==> config.mk <==
export PLATFORM = sky130hd
export DESIGN_NAME = sccb_arbiter
export DESIGN_NICKNAME = d
export VERILOG_FILES = /design/src/rtl/sccb_arbiter.sv
export SDC_FILE = /design/constraint.sdc
export NUM_CORES = 1
export LEC_CHECK = 0
export BUFFER_PORTS_ARGS = -buffer_cell sky130_fd_sc_hd__buf_2
export CAP_MARGIN = 0
export CORE_MARGIN = 8
export CORE_UTILIZATION = 30
export DETAILED_ROUTE_END_ITERATION = 8
export GPL_ROUTABILITY_DRIVEN = 0
export HOLD_SLACK_MARGIN = 0.1
export PLACE_DENSITY = 0.48
export SETUP_SLACK_MARGIN = 0.5
export SYNTH_ARGS = -nofsm -noshare
export SYNTH_HDL_FRONTEND = slang
export SYNTH_SLANG_ARGS = --single-unit
==> constraint.sdc <==
create_clock -name clk -period 3.3 [get_ports clk]
set_input_delay 0.66 -clock clk [delete_from_list [all_inputs] [get_ports clk]]
set_output_delay 0.66 -clock clk [all_outputs]
set_load 0.1 [all_outputs]
==> src/rtl/sccb_arbiter.sv <==
// Two-requester round-robin arbiter in front of an SCCB master: it latches the
// winner's id/addr/data, pulses start_tx, waits for finish or timeout, acks the owner, then idles for a gap.
module sccb_arbiter #(
  parameter int GAP_CYCLES     = 16,
  parameter int TIMEOUT_CYCLES = 65535
) (
  input  logic       clk,
  input  logic       rst,
  input  logic       req0,
  input  logic       req1,
  input  logic [6:0] id0,
  input  logic [6:0] id1,
  input  logic [7:0] addr0,
  input  logic [7:0] addr1,
  input  logic [7:0] data0,
  input  logic [7:0] data1,
  output logic       ack0,
  output logic       ack1,
  output logic       err,
  input  logic       sccb_ready,
  input  logic       sccb_finish,
  output logic       start_tx,
  output logic [6:0] id,
  output logic [7:0] addr,
  output logic [7:0] data_wr,
  output logic       busy,
  output logic       owner
);

  typedef enum logic [2:0] {IDLE, START, WAIT_DONE, ACK, GAP} state_t;

  localparam logic [16:0] TIMEOUT_LIM = 17'(TIMEOUT_CYCLES);
  localparam logic [15:0] GAP_LAST    = 16'(GAP_CYCLES - 1);

  state_t      state_q, state_d;
  logic [15:0] cnt_q, cnt_d;
  logic        err_q, err_d;
  logic        owner_q, owner_d;
  logic [6:0]  id_q, id_d;
  logic [7:0]  addr_q, addr_d;
  logic [7:0]  data_q, data_d;
  logic        grant_sel;
  logic [16:0] wait_cnt;

  // On a tie the requester that did not win last time gets the grant.
  assign grant_sel = (req0 && req1) ? ~owner_q : req1;
  // WAIT_DONE counts from 1 while the register was cleared on entry.
  assign wait_cnt  = {1'b0, cnt_q} + 17'd1;

  always_ff @(posedge clk) begin
    if (rst) begin
      state_q <= IDLE;
      cnt_q   <= '0;
      err_q   <= 1'b0;
      owner_q <= 1'b1;
      id_q    <= '0;
      addr_q  <= '0;
      data_q  <= '0;
    end else begin
      state_q <= state_d;
      cnt_q   <= cnt_d;
      err_q   <= err_d;
      owner_q <= owner_d;
      id_q    <= id_d;
      addr_q  <= addr_d;
      data_q  <= data_d;
    end
  end

  always_comb begin
    state_d = state_q;
    cnt_d   = cnt_q;
    err_d   = err_q;
    owner_d = owner_q;
    id_d    = id_q;
    addr_d  = addr_q;
    data_d  = data_q;
    case (state_q)
      IDLE: begin
        if (sccb_ready && (req0 || req1)) begin
          owner_d = grant_sel;
          id_d    = grant_sel ? id1   : id0;
          addr_d  = grant_sel ? addr1 : addr0;
          data_d  = grant_sel ? data1 : data0;
          state_d = START;
        end
      end
      START: begin
        cnt_d   = '0;
        state_d = WAIT_DONE;
      end
      WAIT_DONE: begin
        // Finish takes priority over a coincident timeout.
        if (sccb_finish) begin
          err_d   = 1'b0;
          state_d = ACK;
        end else if (wait_cnt >= TIMEOUT_LIM) begin
          err_d   = 1'b1;
          state_d = ACK;
        end else begin
          cnt_d = cnt_q + 16'd1;
        end
      end
      ACK: begin
        cnt_d   = '0;
        state_d = (GAP_CYCLES == 0) ? IDLE : GAP;
      end
      GAP: begin
        if (cnt_q == GAP_LAST) begin
          state_d = IDLE;
        end else begin
          cnt_d = cnt_q + 16'd1;
        end
      end
      default: state_d = IDLE;
    endcase
  end

  assign start_tx = (state_q == START);
  assign ack0     = (state_q == ACK) && !owner_q;
  assign ack1     = (state_q == ACK) && owner_q;
  assign err      = (state_q == ACK) && err_q;
  assign busy     = (state_q != IDLE);
  assign owner    = owner_q;
  assign id       = id_q;
  assign addr     = addr_q;
  assign data_wr  = data_q;

endmodule

---- Yosys cells after proc, flatten, opt, wreduce, memory -nomap -nowiden ----
Cells that the tools add are included.
word-level totals
  output and inout bits ................... 29
  bits in registers ....................... 44
  bits of input ports ..................... 52
  logic and storage cells ................. 53
operators by class
  order comparisons ....................... 1
  equality and inequality tests ........... 11
  bitwise gates (word level) .............. 1
  $add $sub $neg .......................... 2
  reduce and logical (&&, ||, !) cells .... 16
  muxes and demuxes ....................... 15
operator list
  operator                                                                                number
  16-bit 2-to-1 mux                                                                       3
  16-bit one-hot mux with 3 select lines                                                  1
  16-bit by 1-bit adder with 17-bit output (second input constant)                        1
  17-bit by 16-bit greater-or-equal comparator with 1-bit output (second input constant)  1
  16-bit by 1-bit adder with 16-bit output (second input constant)                        1
  16-bit by 4-bit equality test with 1-bit output (second input constant)                 1
  8-bit 2-to-1 mux                                                                        2
  3-bit one-hot mux with 5 select lines                                                   1
  3-bit 2-to-1 mux                                                                        4
  2-bit != test (second input constant)                                                   5
  7-bit 2-to-1 mux                                                                        1
  3-bit by 2-bit equality test with 1-bit output (second input constant)                  2
  3-bit nonzero test                                                                      2
  1-bit logical AND                                                                       5
  2-bit AND reduction                                                                     2
  4-bit AND reduction                                                                     1
  3-bit by 1-bit equality test with 1-bit output (second input constant)                  1
  3-bit equality test (second input constant)                                             1
  3-bit zero test                                                                         1
  1-bit 2-to-1 mux                                                                        3
  3-bit != test (second input constant)                                                   1
  3-bit AND reduction                                                                     1
  2-bit nonzero test                                                                      1
  2-bit OR reduction                                                                      1
  other kinds (3)                                                                         3

---- Depth between registers and ports, before layout ----
  depth in word-level cells ............... 5
  gate-level depth with buffers ........... 11
  gate-level depth less buffers ........... 10

---- Least setup slack after synthesis ----
No wires, ideal clock.
  kind .................................... flip-flop to output port
  start point ............................. register state_q[0]
  end point ............................... output port start_tx
  setup slack ............................. -155 ps
  buffers on the path ..................... 1
  cell stages (with the launch flop) ...... 3
  arrival time ............................ 2795 ps
  cells stage by stage .................... dfxtp_1 -> clkbuf_1 -> nor3b_1
on the way
  longest elaborated chain between the ends .. 1
ends and longest elaborated chain
  element                                         line  source
  start: declaration                              35    state_t state_q, state_d;
  start signal: assignment                        60    state_q <= state_d;
  3-bit by 1-bit equality test with 1-bit output  119   assign start_tx = (state_q == START);
  end: declaration                                22    output logic start_tx,
Every way passes these cells.

---- Worst setup path after layout ----
  start point ............................. register cnt_q[0]
  end point ............................... register cnt_q[1]
on the way
  longest elaborated chain between the ends .. 4
  elaborated cells on any way between the ends .. 11
  those cells by class .................... add/sub: 2; order compare: 1; eq/ne: 3; mux: 4; reduce/logical: 1
ends and longest elaborated chain
  element                                                                                               line          source
  start: declaration                                                                                    36            logic [15:0] cnt_q, cnt_d;
  start signal: assignment                                                                              61            cnt_q <= cnt_d;
  16-bit by 1-bit adder with 17-bit output or 16-bit by 1-bit adder with 16-bit output (tied branches)  48, 101, 112
  17-bit by 16-bit greater-or-equal comparator with 1-bit output or 16-bit 2-to-1 mux (tied branches)   97            end else if (wait_cnt >= TIMEOUT_LIM) begin
  2-bit != test (no line) or 16-bit 2-to-1 mux (tied branches)                                          n/a
  4-bit AND reduction (no line) or 16-bit one-hot mux with 3 select lines (tied branches)               n/a
Parallel ways exist; a longest one is shown, timed or not. The select of a mux whose other input is x is not followed.
A chain may end at the register's enable or synchronous reset.

==> impl_metrics.env <==
export IMPL_outcome="finished clean"
export IMPL_period_share_pct=78.5
export IMPL_seq_area_um2=883
export IMPL_busiest_layer="met2"
export IMPL_drv_slew=0
export IMPL_tns_ps=0
export IMPL_slew_headroom_pct=37.5
export IMPL_antenna_cells=0
export IMPL_hold_violations=0
export IMPL_utilization_pct=37.5
export IMPL_crit_type="flip-flop to flip-flop"
export IMPL_synth_cell_area_mm2=0.00246
export IMPL_drt_iter0_drc=62
export IMPL_synth_distinct_cells=51
export IMPL_hold_path_class="flip-flop to flip-flop"
export IMPL_die_height_um=107
export IMPL_clk_path_buf_depth=2
export IMPL_dieArea_mm2=0.0114
export IMPL_slowest_delay_ps=430
export IMPL_avgSynthCellArea_um2=8.67
export IMPL_vias=2229
export IMPL_routed_wl_um=6510
export IMPL_grt_first_pass_wirelength_um=11000
export IMPL_cts_root_buffer="clkbuf_8"
export IMPL_path_cells="ha_4 > nand3_4 > or3_4 > a2111oi_4 > and4_1 > nand3_2 > nand2_2 > nand3_4 > mux2_4"
export IMPL_antenna_found_initial=0
export IMPL_cts_made_buffers=5
export IMPL_rows=33
export IMPL_synth_warnings=0
export IMPL_clk_latency_ps=290
export IMPL_cp_start_kind="flip-flop"
export IMPL_fillers=876
export IMPL_synth_seq_area_share_pct=35.8
export IMPL_wl_per_cell_um=14.2
export IMPL_grt_overflow=0
export IMPL_fmax_ghz=0.386
export IMPL_rsz0062_at_grt="false"
export IMPL_endpoint_kind="flip-flop"
export IMPL_multiInputGateArea_mm2=0.00148
export IMPL_synth_edf_count=0
export IMPL_setup_viol=0
export IMPL_drc_errors=0
export IMPL_ir_worst_vdd_uv=323
export IMPL_die_w_um=107
export IMPL_cpMostUsedCell="nand3_4"
export IMPL_crit_family="simple AND/OR/NAND/NOR gates"
export IMPL_num_nets_final=406
export IMPL_cts_sinks=44
export IMPL_worst_path_buf_inv=0
export IMPL_cp_slowest_cell="dfxtp_2"
export IMPL_io_pins=81
export IMPL_vias_per_cell=4.87
export IMPL_ys_flop_type="dfxtp_1"
export IMPL_cap_violations=0
export IMPL_gr_usage_met2_pct=17.1
export IMPL_path_max_fanout=9
export IMPL_dr_pass1_iters=5
export IMPL_pwr_density_cell_mw_per_mm2=508
export IMPL_hpwl_um=4940
export IMPL_grt_use_met1_pct=15.2
export IMPL_first_global_vias=2280
export IMPL_syn_to_final_growth_pct=23.3
export IMPL_grtUsageMet3_pct=4.38
export IMPL_gr_usage_all_layers_pct=11.6
export IMPL_portBuffers=80
export IMPL_finClkSkew_ps=13.7
export IMPL_leakagePower_nw=1.22
export IMPL_ant_nets=0
export IMPL_cts_hold_buffers_added=0
export IMPL_cts_tree="built"
export IMPL_cp_arrival_ps=2780
export IMPL_grt_start_max_net_pins=49
export IMPL_syn_nets=338
export IMPL_synthArstFlopShare_pct=0
export IMPL_period_minus_slack_ps=2590
export IMPL_core_area_mm2=0.00809
export IMPL_drive_gt1_share_pct=31.7
export IMPL_cp_required_ps=3490
export IMPL_htreeDepth=2
export IMPL_synth_cells=284
export IMPL_start_util_pct=30.4
export IMPL_worst_pin_slew_ps=934
export IMPL_clk_pin_slew_worst_paths_ps=90
export IMPL_ys_ff_latch=44
## registers in the layout (all words and copies together), names as in the netlist
name	cells
addr	8
cnt_q	16
data_wr	8
err_q	1
id	7
owner	1
state_q	3
## per-stage QoR
stage	std cells	area (um^2)	power (mW)	hold WS (ps)	setup WS [ps]
after detailed placement	449	2900	1.20	488	303
final	458	3040	1.54	498	708
after floorplan	284	2470	1.09	486	569
after global placement	449	2900	1.20	484	421
after CTS	457	3000	1.56	500	505
after global routing	458	3040	1.63	523	513
## final timing paths
path,endpoint,start,cells after the start,slack (ps)
hold / removal,data_wr[6]$_SDFFE_PP0P_,data_wr[6]$_SDFFE_PP0P_,2,500
setup / recovery,cnt_q[1]$_SDFFE_PP0P_,cnt_q[0]$_SDFFE_PP0P_,9,710
hold reg to reg,data_wr[6]$_SDFFE_PP0P_,data_wr[6]$_SDFFE_PP0P_,2,500
setup reg to reg,cnt_q[1]$_SDFFE_PP0P_,cnt_q[0]$_SDFFE_PP0P_,9,710
## logic make-up after synthesis
logic type                 count (synthesis)  share of synthesized area, %
and+or+nand+nor                          108                          24.0
AOI/OAI and AO/OA                         72                          20.1
DFF                                       44                          35.8
muxes                                     26                          10.8
buffers and inverters                     25                          5.85
xor gates and xnor gates                   7                          2.49
adders and majority gates                  2                          1.02
## layer usage
layer  routed length (um)  vias up
met4                   91        0
met2                 2770       73
li1                     -     1171
met3                  413        8
met1                 3240      977
met5                    0        -
## where the power goes
part / leakage (nW) / internal [mW] / switching, mW
clock: 0.0445 / 0.170 / 0.182
sequential: 0.361 / 0.574 / 0.0325
combinational: 0.812 / 0.135 / 0.448
## synth_stat cells, drive strengths merged, types with 2 or more instances
cell / n / area (um^2)
inv: 2 / 7.51
nor3b: 2 / 15.0
clkbuf: 12 / 45.0
or3: 2 / 17.5
xor2: 2 / 17.5
and2: 2 / 12.5
nor4: 5 / 31.3
dfxtp: 44 / 881
xnor2: 5 / 43.8
a21oi: 8 / 43.8
nor2b: 6 / 37.5
o21ai: 19 / 95.1
buf: 9 / 72.6
nand2: 13 / 51.3
and4: 3 / 26.3
or2b: 3 / 25.0
ha: 2 / 25.0
nand2b: 4 / 25.0
nor2: 38 / 143
a211oi: 24 / 180
nor3: 4 / 20.0
nand4: 5 / 31.3
mux2i: 25 / 250
a31oi: 5 / 31.3
nand3: 12 / 90.1
and3: 7 / 46.3
o31ai: 8 / 60.1
## cells in the final DEF, fill, tap and decap left out, drive strengths merged, types with 2 or more instances in the layout
cell / Yosys / routed
o21ai: 19 / 19
o31ai: 8 / 8
nand2b: 4 / 4
nor2: 38 / 38
xnor2: 5 / 5
nand4: 5 / 5
xor2: 2 / 2
nor2b: 6 / 6
a31oi: 5 / 5
clkbuf: 12 / 7
buf: 9 / 84
and2: 2 / 2
nand3: 12 / 12
or3: 2 / 2
nand2: 13 / 13
and3: 7 / 7
a21oi: 8 / 8
and4: 3 / 3
nor3b: 2 / 2
or2b: 3 / 3
dfxtp: 44 / 44
ha: 2 / 2
nor4: 5 / 5
a211oi: 24 / 24
inv: 2 / 2
nor3: 4 / 4
mux2i: 25 / 25
## timing repair
action | CTS | global route
pin swaps | 0 | 1
endpoints found under the setup margin | 12 | 16
setup buffers | 0 | 1
resized for setup | 3 | 3
## tightest hold or removal path: stages (launching register included)
cell,delay (ps)
dfxtp_1,310
nor2_1,90
a211oi_1,50
## layout make-up
type                    instances  share of cell area [%]
multi-input cells             215                    48.6
flip-flops and latches         44                    29.1
repair buffers                 84                    14.6
well taps                     105                    4.33
clock buffers                   7                    2.84
clock inverters                 1                   0.247
inverters                       2                   0.247
Power figures use the tool's default switching activity.
